===== src/rtl/pipe_stage_reg.sv =====
// Inter-stage pipeline register with valid/ready flow control, optional 2-entry skid
// buffer, flush-to-bubble and a saturating bubble-cycle counter.
module pipe_stage_reg #(
  parameter int               WIDTH    = 32,
  parameter int               NFIELDS  = 5,
  parameter int               IR_FIELD = 2,
  parameter logic [WIDTH-1:0] NOP      = '0,
  parameter bit               SKID     = 1'b1,
  parameter int               CNT_W    = 16
) (
  input  logic                     clk,
  input  logic                     reset,
  input  logic                     flush,
  input  logic                     in_valid,
  output logic                     in_ready,
  input  logic [NFIELDS*WIDTH-1:0] in_data,
  output logic                     out_valid,
  input  logic                     out_ready,
  output logic [NFIELDS*WIDTH-1:0] out_data,
  output logic [1:0]               occupancy,
  output logic [CNT_W-1:0]         bubble_cnt
);

  localparam int DW = NFIELDS * WIDTH;
  localparam logic [DW-1:0] BUBBLE = DW'(NOP) << (IR_FIELD * WIDTH);

  typedef enum logic [1:0] {
    EMPTY = 2'd0,
    FULL1 = 2'd1,
    FULL2 = 2'd2
  } state_t;

  state_t          state, state_next;
  logic [DW-1:0]   main_q, skid_q;
  logic            in_fire, out_fire;
  logic            load_main_in, load_main_skid, load_skid;

  assign in_fire  = in_valid & in_ready;
  assign out_fire = out_valid & out_ready;

  always_ff @(posedge clk) begin
    if (!reset) state <= EMPTY;
    else        state <= state_next;
  end

  // FULL2 is only reachable with the skid buffer; without it in_ready already implies out_fire.
  always_comb begin
    state_next     = state;
    load_main_in   = 1'b0;
    load_main_skid = 1'b0;
    load_skid      = 1'b0;
    case (state)
      EMPTY: begin
        if (in_fire) begin
          state_next   = FULL1;
          load_main_in = 1'b1;
        end
      end
      FULL1: begin
        if (in_fire && out_fire) begin
          load_main_in = 1'b1;
        end else if (in_fire) begin
          if (SKID) begin
            state_next = FULL2;
            load_skid  = 1'b1;
          end else begin
            load_main_in = 1'b1;
          end
        end else if (out_fire) begin
          state_next = EMPTY;
        end
      end
      FULL2: begin
        if (out_fire) begin
          state_next     = FULL1;
          load_main_skid = 1'b1;
        end
      end
      default: state_next = EMPTY;
    endcase
    if (flush) begin
      state_next     = EMPTY;
      load_main_in   = 1'b0;
      load_main_skid = 1'b0;
      load_skid      = 1'b0;
    end
  end

  always_comb begin
    out_valid = (state != EMPTY);
    occupancy = state;
    out_data  = main_q;
    if (SKID) in_ready = (state != FULL2);
    else      in_ready = out_ready | ~out_valid;
  end

  always_ff @(posedge clk) begin
    if (!reset || flush) begin
      main_q <= BUBBLE;
      skid_q <= '0;
    end else begin
      if (load_main_in)        main_q <= in_data;
      else if (load_main_skid) main_q <= skid_q;
      if (load_skid)           skid_q <= in_data;
    end
  end

  always_ff @(posedge clk) begin
    if (!reset) begin
      bubble_cnt <= '0;
    end else if (out_ready && !out_valid && (bubble_cnt != {CNT_W{1'b1}})) begin
      bubble_cnt <= bubble_cnt + 1'b1;
    end
  end

endmodule

===== config.mk =====
export PLATFORM = sky130hd
export DESIGN_NAME = pipe_stage_reg
export DESIGN_NICKNAME = d
export VERILOG_FILES = /design/src/rtl/pipe_stage_reg.sv
export SDC_FILE = /design/constraint.sdc
export NUM_CORES = 1
export LEC_CHECK = 0
export CAP_MARGIN = 20
export CORE_ASPECT_RATIO = 0.75
export CORE_MARGIN = 2
export CORE_UTILIZATION = 44
export DETAILED_ROUTE_END_ITERATION = 10
export HOLD_SLACK_MARGIN = 0.15
export MAX_ROUTING_LAYER = met4
export PLACE_DENSITY = 0.77
export SLEW_MARGIN = 20
export SYNTH_ARGS = -nofsm -noshare
export SYNTH_HDL_FRONTEND = slang
export SYNTH_SLANG_ARGS = --single-unit

===== constraint.sdc =====
create_clock -name clk -period 2.1 [get_ports clk]
set_input_delay 0.63 -clock clk [delete_from_list [all_inputs] [get_ports clk]]
set_output_delay 0.63 -clock clk [all_outputs]
set_load 0.02 [all_outputs]

==> flow_metrics.tcl, run 1 <==
set metrics [dict create \
    drive_above_1_share 0.0758 \
    startpoint_type "flop" \
    tightest_slew_ns 0.581 \
    die_w_um 201 \
    root_buffer "clkbuf_16" \
    period_share 0.990 \
    place_congestion 0.844 \
    slowest_delay_ns 0.61 \
    cp_top_family "buffers and inverters" \
    ios 345 \
    crit_fanout 2 \
    drtIter0Drc 916 \
    area_growth_syn_to_layout_pct 41.7 \
    outcome "finished, final reports clean" \
    yosysUniqueCellTypes 36 \
    rrSetupSlack_ns 0.25 \
    synth-main-ff-cell "dfxtp_1" \
    setup-tns-final_ns 0 \
    p_leak_nw 6.87 \
    die_area_mm2 0.0305 \
    grt_pass1_wl_mm 63.4 \
    end_kind "output port" \
    numCtsBuffers 34 \
    syn_inst 1543 \
    power.density_mw_per_mm2 772 \
    peakVddDrop_mv 0.504 \
    clock_skew_ns 0.0123 \
    initial_core_util 0.444 \
    ys_warn_count 0 \
    hold_path_class "flop to flop" \
    synth_edf_count 0 \
    vias 12800 \
    slew_violations 0 \
    ff2ff_path_depth 5 \
    ys_top_cells_by_count "dfxtp_1 (338), nand2_1 (333), a21oi_1 (331)" \
    synthArstFlopShare 0 \
    nFillCells 2506 \
    clock_path_buffers 3 \
    whs_endpoint "skid_q[95]" \
    grt_overflow_total 0 \
    grt_pass1_vias 12000 \
    crit_slowest_cell "clkdlybuf4s50_1" \
    min_from "skid_q[95]" \
    hold_ws_ns 0.451 \
    synth_seq_area_share 0.528 \
    crit_path_cell_trace "clkdlybuf4s50_1" \
    grt_usage 0.263 \
    crit_type "flop to output port" \
    firstDrtPassIters 5 \
    clock_sinks 338 \
    drc 0 \
    place_ws_ns -0.508 \
    slew_headroom 0.612 \
    r2r-end "bubble_cnt[12]" \
    h-tree-depth 2 \
    timing.rr.start "bubble_cnt[1]" \
    fp.dieH_um 152 \
    synth_most_common_cell "dfxtp_1" \
    io_buffer_count 344 \
    num-nets-final 2015 \
    syn_nets 1709 \
    wirelength_mm 41.2 \
    hold_buffers 0 \
    maxCapViolCount 0 \
    placementRows 54 \
    syn-mean-instance-area_um2 8.30 \
    cp_num_buf_inv 1 \
    whs_path_depth 2 \
    setup_viol 0 \
    synth_area_leader_cell "dfxtp_1" \
    hpwl_mm 26.9 \
    core_mm2 0.0289 \
    max_clock_freq_mhz 481 \
    synth_seq_cells 338 \
    min_period_ns 2.08 \
    ys_top_cells_by_area "dfxtp_1 (53%), a21oi_1 (13%), nand2_1 (9.8%), a22oi_1 (9.4%), o21ai_0 (6.3%)" \
    rsz0062_at_grt "true" \
    grt_max_degree 132 \
    cts_setup_buffers 0 \
    path_clk_slew_ns 0.06 \
    cts_tree "built" \
    ant_nets 0 \
    drt-vias-per-instance 5.66 \
    wl_per_cell_um 18.2 \
    cp.required_ns 1.47 \
    hold_viol_final 0 \
    synth_area_mm2 0.0128 \
    worst_slack_ns 0.0211 \
    antenna_found_initial 1 \
    synth_top_cell_area_share 0.528 \
    insertion_delay_ns 0.52 \
    critical_path_arrival_ns 1.45 \
]
logic make-up (layout without fill, tap and decap cells):
group	after synthesis	in the layout	synth area share
flops	338	338	0.528
other cells	0	1	0
mux	6	6	0.00469
buf+inv	146	476	0.0461
simple gates	386	386	0.125
compound gates	666	666	0.295
fa+ha+maj	1	1	0.000977
flip-flops by register name, summed over array words and instances, names as in the netlist:
| name | cells |
|---|---|
| bubble_cnt | 16 |
| occupancy | 2 |
| out_data | 160 |
| skid_q | 160 |
layout by cell type, fill, tap and decap left out, types with 4 or more instances in the layout:
cell type          n
a211oi_1           4
buf_12            33
dfxtp_1          336
nand2b_1           7
a22oi_1          160
o31ai_1            6
a21oi_1          330
dlymetal6s2s_1    20
clkinv_2           7
nand3_1            7
o21ai_0          161
clkbuf_1           5
or4_1              6
nand4_1            5
buf_4             36
mux2i_1            6
clkdlybuf4s50_1  167
nand2_1          332
clkbuf_16         35
clkbuf_8           7
dlygate4sd2_1    154
per-layer routing:
metal,GRT usage,up-vias,wire length [um]
met5,-,-,0
met4,0.102,0,1250
met3,0.0582,93,3290
met2,0.406,541,19000
met1,0.340,6128,17600
li1,-,6073,-
worst max path at each step:
| stage | start | to | slack (ns) | cells past startpoint |
|---|---|---|---|---|
| after floorplan | out_ready | bubble_cnt[13] | 0.06 | 4 |
| final | out_data[124] | out_data[124] | 0.02 | 1 |
| after global routing | out_ready | out_data[137] | -0.03 | 7 |
| after global placement | out_ready | bubble_cnt[13] | -0.51 | 5 |
| after detailed placement | out_ready | bubble_cnt[13] | -0.51 | 5 |
| after CTS | out_data[81] | out_data[81] | 0.00007 | 1 |
per-stage QoR:
step	utilization	total power [mW]	instance area, um^2	std cells
3_5_place_dp	0.594	7.97	17100	2205
2_1_floorplan	-	7.19	12800	1543
3_3_place_gp	0.594	7.96	17100	2205
5_1_grt	0.629	14.5	18200	2266
6_report	0.629	14.0	18200	2266
4_1_cts	0.627	14.1	18100	2265
report_power, final:
group	total [mW]	switching [mW]	leakage (nW)	internal [mW]
Combinational	1.25	0.657	3.57	0.598
Clock	6.21	2.53	0.571	3.68
Sequential	6.54	0.0491	2.73	6.49
Total	14.0	3.24	6.87	10.8
area by class of cell:
cell class / instances / area [um^2] / area share
Antenna cell: 1 / 2.50 / 0.000138
Clock buffer: 47 / 991 / 0.0546
Clock inverter: 13 / 151 / 0.00834
Inverter: 3 / 11.3 / 0.000620
Multi-Input combinational cell: 1059 / 5500 / 0.303
Sequential cell: 338 / 6770 / 0.373
Tap cell: 392 / 490 / 0.0270
Timing Repair Buffer: 413 / 4230 / 0.233
timing repair:
action | 4_1_cts | 5_1_grt
setup endpoints to repair | 156 | 36
cloned | 0 | 0
resized for setup | 164 | 25
pin swaps | 0 | 2
(Power assumes the default switching activity.)
==> inputs of run 2 (changes only) <==
Settings changed: SLEW_MARGIN 20 to not set.
==> results of run 2 <==
The final DEF is identical to that of run 1; final timing and power are the same.
==> inputs of run 3 (changes only) <==
Settings changed: CORE_MARGIN 2 to 1.
==> run 3 against run 2 <==
  * Routed wire length down 1.8%
  * Clock power is 2% lower
  * First-iteration DRC count shrank 11%
  * Sequential power barely moved
  * Sequential share of layout area fell by 0.33 points
  * Power is 0.67% lower
  * Non-clock buffer count grew 12
  * Critical path depth is the same
  * Die area decreased by 2.3%
  * Worst hold slack improved by 0.00087 ns
  * Core utilization increased by 1.7 points
  * Largest power group unchanged
==> flow_metrics.tcl, run 3 (same netlist as run 1, synthesis figures left out) <==
set metrics [dict create \
    p_switching_mw 3.19 \
    wl_per_cell_um 17.8 \
    diodes 0 \
    clockPowerShare 0.438 \
    hpwl_mm 26.7 \
    final_common_cell "dfxtp_1" \
    clock_skew_ns 0.0134 \
    outcome "finished, final reports clean" \
    place_congestion 0.902 \
    grt_usage 0.266 \
    hold_buffers 0 \
    stdcell_count 2269 \
    peakVddDrop_mv 0.517 \
    grt_pass1_wl_mm 62.5 \
    hold_path_class "flop to flop" \
    fp.dieH_um 150 \
    period_share 0.983 \
    p_leak_nw 7.38 \
    initial_core_util 0.452 \
    crit_slowest_cell "clkdlybuf4s50_1" \
    max_clock_freq_mhz 484 \
    cp_num_buf_inv 1 \
    path_clk_slew_ns 0.06 \
    rsz0062_at_grt "false" \
    clock_sinks 338 \
    cts_setup_buffers 0 \
    critical_path_arrival_ns 1.43 \
    crit_fanout 2 \
    die_area_mm2 0.0298 \
    ios 345 \
    cp_top_family "buffers and inverters" \
    seq_power_share 0.470 \
    grt_max_degree 117 \
    wirelength_mm 40.5 \
    setup-tns-final_ns 0 \
    h-tree-depth 2 \
    root_buffer "clkbuf_16" \
    slew_headroom 0.662 \
    firstDrtPassIters 6 \
    whs_path_depth 2 \
    combinationalPowerShare 0.091 \
    clock_path_buffers 3 \
    dp.cells 2210 \
    slew_violations 0 \
    io_buffer_count 344 \
    core_mm2 0.0283 \
    numCtsBuffers 34 \
    area_growth_syn_to_layout_pct 42.9 \
    hold_viol_final 0 \
    p_int_mw 10.7 \
    drt-vias-per-instance 5.67 \
    insertion_delay_ns 0.50 \
    min_period_ns 2.06 \
    grt_overflow_total 0 \
    crit_type "flop to output port" \
    tightest_slew_ns 0.506 \
    placementRows 53 \
    drive_above_1_share 0.0791 \
    setup_viol 0 \
    antenna_found_initial 0 \
    swShare 0.229 \
    die_w_um 199 \
    num-nets-final 2027 \
    power.density_mw_per_mm2 760 \
    ff2ff_path_depth 5 \
    end_kind "output port" \
    startpoint_type "flop" \
    ant_nets 0 \
    maxCapViolCount 0 \
    most-common-layout-cells "dfxtp_1 (336), nand2_1 (333), a21oi_1 (330)" \
    slowest_delay_ns 0.60 \
    grt_pass1_vias 12100 \
    cp.required_ns 1.47 \
    drtIter0Drc 819 \
    cp.depth 1 \
    drc 0 \
    crit_path_cell_trace "clkdlybuf4s50_1" \
    power_mw 13.9 \
    vias 12900 \
    cts_tree "built" \
]
-- run 3: cell types whose count changed in the layout (fill, tap and decap cells not counted), sizes merged, moves of 2 or more --
cell,previous run,this run
buf,71,83
clkbuf,47,53
clkdlybuf4s50,167,173
bufinv,3,1
dlygate4sd2,154,109
inv,5,3
clkinv,8,3
clkinvlp,0,2
dlymetal6s2s,20,59
-- run 3: power by group through the flow --
stage                     registers [mW]  clock network (mW)  logic [mW]
final                               6.54                6.10        1.27
after detailed placement            6.69                   0        1.30
after global placement              6.69                   0        1.28
after floorplan                     6.77                   0       0.428
after CTS                           6.54                6.19        1.27
after global routing                6.55                6.46        1.35
-- run 3: final cells by class --
cell class | count | area (um^2)
Fill cell | 2324 | 10000
Sequential cell | 338 | 6770
Multi-Input combinational cell | 1059 | 5510
Timing Repair Buffer | 425 | 4410
Clock buffer | 53 | 1070
Tap cell | 385 | 482
Clock inverter | 6 | 67.6
Inverter | 3 | 11.3
-- run 3: metrics by stage --
step	hold WS (ns)	cell area, um^2	setup WS (ns)	utilization
floorplan	0.436	12800	0.0592	-
global placement	0.440	17200	-0.483	0.606
detailed placement	0.445	17200	-0.497	0.606
CTS	0.454	18200	0.000546	0.641
global route	0.466	18300	0.000315	0.647
finish	0.452	18300	0.0352	0.647
-- run 3: repair_timing --
item                                    in CTS  in global routing
resized for setup                          115                 65
endpoints found under the setup margin     111                 64
pin swaps                                    0                  2
-- run 3: per-layer routing --
metal | wire length (um) | global-route usage
met1 | 17000 | 0.346
met2 | 19100 | 0.415
met3 | 3480 | 0.0563
met4 | 909 | 0.0769
met5 | 0 | -
-- run 3: final timing paths --
path                          to          start  slack (ns)
hold / removal        skid_q[30]     skid_q[30]        0.45
setup / recovery   out_data[136]  out_data[136]        0.04
setup reg to reg  bubble_cnt[12]  bubble_cnt[1]        0.26
hold reg to reg       skid_q[30]     skid_q[30]        0.45
